[src/rtl/cic_pcm_conditioner.sv]
// CIC output conditioner: EMA DC removal, left-shift gain with signed saturation,
// and a show-ahead FIFO that drops (and counts) samples when full.
module cic_pcm_conditioner #(
    parameter int IN_W     = 32,
    parameter int OUT_W    = 16,
    parameter int DC_SHIFT = 8,
    parameter int DEPTH    = 16,
    parameter int ADDR_W   = 4
) (
    input  logic              clk,
    input  logic              rst,
    input  logic [IN_W-1:0]   in_data,
    input  logic              in_valid,
    input  logic              dc_en,
    input  logic [3:0]        gain_shift,
    output logic [OUT_W-1:0]  out_data,
    output logic              out_valid,
    input  logic              out_ready,
    output logic [ADDR_W:0]   fifo_count,
    output logic              overflow,
    output logic [15:0]       drop_cnt,
    input  logic              clear_ovf
);

    localparam int ACC_W = IN_W + DC_SHIFT + 1;
    // Wide enough that a 15-bit left shift of any diff cannot wrap.
    localparam int SC_W  = ACC_W + 15;
    localparam logic signed [SC_W-1:0] MAX_V = SC_W'(2**(OUT_W-1) - 1);
    localparam logic signed [SC_W-1:0] MIN_V = SC_W'(-(2**(OUT_W-1)));
    localparam logic [ADDR_W:0] FULL_CNT = (ADDR_W+1)'(DEPTH);

    logic signed [ACC_W-1:0] acc;
    logic signed [ACC_W-1:0] x_ext;
    logic signed [ACC_W-1:0] dc;
    logic signed [ACC_W-1:0] diff_c;
    logic signed [ACC_W-1:0] s1_diff;
    logic [3:0]              s1_gain;
    logic                    s1_valid;

    logic signed [SC_W-1:0]  scaled;
    logic [OUT_W-1:0]        sat_c;
    logic [OUT_W-1:0]        s2_data;
    logic                    s2_valid;

    logic [OUT_W-1:0]        mem [DEPTH];
    logic [ADDR_W-1:0]       wr_ptr;
    logic [ADDR_W-1:0]       rd_ptr;
    logic [ADDR_W:0]         count;
    logic                    full;
    logic                    push;
    logic                    pop;
    logic                    drop;

    assign x_ext  = {{(ACC_W-IN_W){1'b0}}, in_data};
    assign dc     = acc >>> DC_SHIFT;
    assign diff_c = x_ext - dc;

    // Stage 1: DC estimate subtraction and accumulator update
    always_ff @(posedge clk or negedge rst) begin
        if (!rst) begin
            acc      <= '0;
            s1_diff  <= '0;
            s1_gain  <= '0;
            s1_valid <= 1'b0;
        end else begin
            s1_valid <= in_valid;
            if (in_valid) begin
                s1_gain <= gain_shift;
                if (dc_en) begin
                    s1_diff <= diff_c;
                    acc     <= acc + diff_c;
                end else begin
                    s1_diff <= x_ext;
                end
            end
        end
    end

    assign scaled = {{15{s1_diff[ACC_W-1]}}, s1_diff} <<< s1_gain;

    always_comb begin
        sat_c = scaled[OUT_W-1:0];
        if (scaled > MAX_V)
            sat_c = {1'b0, {(OUT_W-1){1'b1}}};
        else if (scaled < MIN_V)
            sat_c = {1'b1, {(OUT_W-1){1'b0}}};
    end

    // Stage 2: registered saturated sample feeding the FIFO write port
    always_ff @(posedge clk or negedge rst) begin
        if (!rst) begin
            s2_data  <= '0;
            s2_valid <= 1'b0;
        end else begin
            s2_valid <= s1_valid;
            if (s1_valid)
                s2_data <= sat_c;
        end
    end

    // Full is judged on the pre-pop count, so a write into a full FIFO drops even if a pop happens.
    assign full = (count == FULL_CNT);
    assign push = s2_valid && !full;
    assign drop = s2_valid && full;
    assign pop  = (count != '0) && out_ready;

    always_ff @(posedge clk) begin
        if (push)
            mem[wr_ptr] <= s2_data;
    end

    always_ff @(posedge clk or negedge rst) begin
        if (!rst) begin
            wr_ptr <= '0;
            rd_ptr <= '0;
            count  <= '0;
        end else begin
            if (push)
                wr_ptr <= wr_ptr + 1'b1;
            if (pop)
                rd_ptr <= rd_ptr + 1'b1;
            case ({push, pop})
                2'b10:   count <= count + 1'b1;
                2'b01:   count <= count - 1'b1;
                default: count <= count;
            endcase
        end
    end

    // A drop in the same cycle as clear_ovf restarts the tally at one.
    always_ff @(posedge clk or negedge rst) begin
        if (!rst) begin
            overflow <= 1'b0;
            drop_cnt <= '0;
        end else if (clear_ovf) begin
            overflow <= drop;
            drop_cnt <= drop ? 16'd1 : 16'd0;
        end else if (drop) begin
            overflow <= 1'b1;
            if (drop_cnt != 16'hFFFF)
                drop_cnt <= drop_cnt + 16'd1;
        end
    end

    assign out_valid  = (count != '0);
    assign out_data   = out_valid ? mem[rd_ptr] : '0;
    assign fifo_count = count;

endmodule

[config.mk]
export PLATFORM = sky130hd
export DESIGN_NAME = cic_pcm_conditioner
export DESIGN_NICKNAME = d
export VERILOG_FILES = /design/src/rtl/cic_pcm_conditioner.sv
export SDC_FILE = /design/constraint.sdc
export NUM_CORES = 1
export LEC_CHECK = 0
export CAP_MARGIN = 40
export CORE_ASPECT_RATIO = 1.75
export CORE_MARGIN = 1
export CORE_UTILIZATION = 24
export CTS_BUF_LIST = sky130_fd_sc_hd__clkbuf_16
export DETAILED_ROUTE_END_ITERATION = 7
export HOLD_SLACK_MARGIN = 0.02
export SLEW_MARGIN = 25
export SYNTH_ARGS = -nofsm -noshare
export SYNTH_HDL_FRONTEND = slang
export SYNTH_SLANG_ARGS = --single-unit
[constraint.sdc]
create_clock -name clk -period 4.4 [get_ports clk]
set_clock_uncertainty 0.05 [all_clocks]
set_input_delay 0.88 -clock clk [delete_from_list [all_inputs] [get_ports clk]]
set_output_delay 0.88 -clock clk [all_outputs]
set_load 0.1 [all_outputs]
==> metrics.txt <==
Die H 394 µm; core area 0.0870 mm²; grt total ovfl 0; Fillers about 8,700; drt total wl roughly 62 mm; vias approximately 16,000; RSZ-0062 raised after global routing yes; initial antenna violation count 0; failing checks negative setup slack; hold_buf cts 0; flop2flop setup slack -0.15 ns; Post-synth top cells edfxtp_1 (256), nand2_1 (155), dfrtp_1 (127), a21oi_1 (119), nor2_1 (116); WL per Instance 18.6 µm; Clock Path Buffers 3; Synth top area share 0.365; vias per inst ~4.8; first-pass GRT wire length approximately 96 mm; Seq/Total Area, Yosys 0.515; TritonCTS Buffers 37; Fmax approximately 220 MHz; Worst setup EP type flip-flop; GPL Wtd Cong 0.961; CTS Root Cell clkbuf_16; DRT antenna net count 0; Starting Density 0.242; Synth Warn # 0; Post-Synthesis Cells about 1,700; Hold Fails Final Rpt 0; number of synthesized flops with an enable pin ~260; FF+latch area 0.0109 mm²; largest net degree at the start of global routing slightly below 70; Yosys cell types 73; max_cap viols 0; DRT Pass-1 Iters 7; all-layer global routing usage 0.139; # rows roughly 140; critical path arrival 4.93 ns; area of the multi-input gates roughly 0.010 mm²; Rel. slew slack 0.454; asr flop ratio synth 0.332; TritonCTS clock tree yes; Slew Limit Fails 0; Post-Syn Nets between 1,500 and 2,000; die area 0.0891 mm²; Worst EP required ~4.8 ns; CP Max Fanout 6; share of cells above drive strength 1 0.321; antenna fix cells 0; Die Width 226 µm; synth top area cells edfxtp_1 (36%), dfrtp_1 (15%), mux4_2 (10%); Area growth syn-to-layout 32.3%; Avg Inst Size Synth ~12 µm²; dominant cell type by area after synthesis edfxtp_1; Final Setup Violations 9; Buffers on Ports 80; fin area about 0.028 mm²; Period minus WS final 4.57 ns; I/O pin cnt 81; RR Startpoint acc[8]$_DFFE_PN0P_; dpl hpwl 46.6 mm; Critical Path Start Type primary input; H-Tree Depth 2; Crit Path Class in2reg; Hold WC Path Type in2async; Clk pin slew, worst setup/hold paths 0.07 ns; Tightest Pin Transition 0.818 ns; capture point of the worst path acc[36]$_DFFE_PN0P_; Final period util 1.04; Synth Cell Area 0.0211 mm²; #FFs+latches synth 383; R2R cell count 21; Worst-Skew Late Latency between 0.5 and 0.6 ns; DP Area 0.0260 mm²; run status complete, but fails checks; DR DRC count 0; vias in the first global route between 15,000 and 20,000; Critical Path Start in_data[0]; Most used DFF post-synth edfxtp_1; Final WS setup -0.167 ns; reg-to-reg endpoint acc[36]$_DFFE_PN0P_; count leader, synth edfxtp_1; fin nets 2,259; first-iteration detailed-routing DRC count between 800 and 900; CTS Sinks between 300 and 400
==> cell families (layout without fill, tap and decap cells) <==
| kind of cell | after synthesis | after routing | synth area share |
|---|---|---|---|
| muxes | 167 | 167 | 0.148 |
| and+or+nand+nor | 454 | 454 | 0.101 |
| DFF | 383 | 383 | 0.515 |
| AOI/OAI and AO/OA | 385 | 385 | 0.115 |
| adders and majority gates | 86 | 86 | 0.0521 |
| buffers and inverters | 166 | 599 | 0.0326 |
| xor gates and xnor gates | 86 | 86 | 0.0357 |
==> registers in the layout (all words and copies together) (netlist names) <==
register / cells
acc: 41
drop_cnt: 16
fifo_count: 5
mem: 256
overflow: 1
rd_ptr: 4
s1_diff: 34
s1_gain: 4
s1_valid: 1
s2_data: 16
s2_valid: 1
wr_ptr: 4
==> routing by layer <==
| metal | vias to the layer above | GRT usage | share of wire |
|---|---|---|---|
| li1 | 7356 | - | - |
| met1 | 7892 | 0.144 | 0.36 |
| met2 | 374 | 0.273 | 0.56 |
| met3 | 159 | 0.0128 | 0.030 |
| met4 | 0 | 0.0678 | 0.050 |
| met5 | - | 0 | 0 |
==> how the worst min path moves through the flow <==
stage                       start                   to  slack, ns
2_1_floorplan  s1_valid$_DFF_PN0_   s2_valid$_DFF_PN0_       0.30
3_3_place_gp   acc[0]$_DFFE_PN0P_   acc[0]$_DFFE_PN0P_       0.42
4_1_cts                       rst  acc[32]$_DFFE_PN0P_       0.16
6_report                      rst  acc[32]$_DFFE_PN0P_       0.16
3_5_place_dp   acc[0]$_DFFE_PN0P_   acc[0]$_DFFE_PN0P_       0.44
5_1_grt                       rst  acc[37]$_DFFE_PN0P_       0.18
==> cell type report <==
cell class	count	area share
multi-input combinational	1178	0.370
inverter	79	0.0106
clock buffer	38	0.0341
tap	1160	0.0521
sequential	383	0.390
timing repair buffer	452	0.134
clock inverter	30	0.00893
==> cells in the final DEF, fill, tap and decap left out, drive strengths merged, types with 5 or more instances in the layout <==
master and n:
a211oi 11, nor4 7, ha 83, clkdlybuf4s50 42, nor2 116, o21ai 96
clkinv 15, clkbuf 44, and3 17, nor2b 31, nand4 28, o21a 11
o21bai 10, a21boi 6, and2 10, nand3 34, a21oi 122, mux2 8
nand2 155, inv 91, a221o 5, xnor2 48, xor2 38, o211ai 20
mux4 111, mux2i 48, edfxtp 256, dfrtp 127, nand2b 8, nor3 22
a31oi 16, a211o 6, buf 397, a21o 39
==> metrics by stage <==
step	instances	util	setup slack, ns	setup TNS (ns)	hold WS, ns
after global routing	3320	0.321	-0.329	-2.74	0.177
after floorplan	1727	-	-0.156	-0.524	0.302
final	3320	0.321	-0.167	-1.10	0.164
after detailed placement	3216	0.298	-1.28	-26.54	0.435
after global placement	3191	0.294	-1.24	-24.79	0.418
after CTS	3304	0.317	-0.134	-0.723	0.156
==> critical path, stage by stage <==
cell	delay [ns]
buf_2	0.10
inv_2	0.05
ha_4	0.16
fa_2	0.36
nand2b_4	0.16
a21oi_4	0.18
o41ai_4	0.08
buf_6	0.14
o21a_1	0.20
o21bai_1	0.13
a21oi_1	0.12
xnor2_2	0.26
ha_4	0.28
a21oi_4	0.19
nand2_1	0.14
a31oi_1	0.23
a22oi_2	0.10
buf_4	0.16
a211o_1	0.32
a31o_2	0.27
a21o_1	0.18
xnor2_2	0.18
o21ai_1	0.07
==> repair_timing <==
action,CTS,global route
setup endpoints to repair,25,19
hold endpoints to repair,0,0
buffers inserted,22,18
pin swaps,50,61
resized for setup,92,67
Power is not shown: default switching activity piles up to over one toggle a cycle in this logic, so the estimate is an artifact.
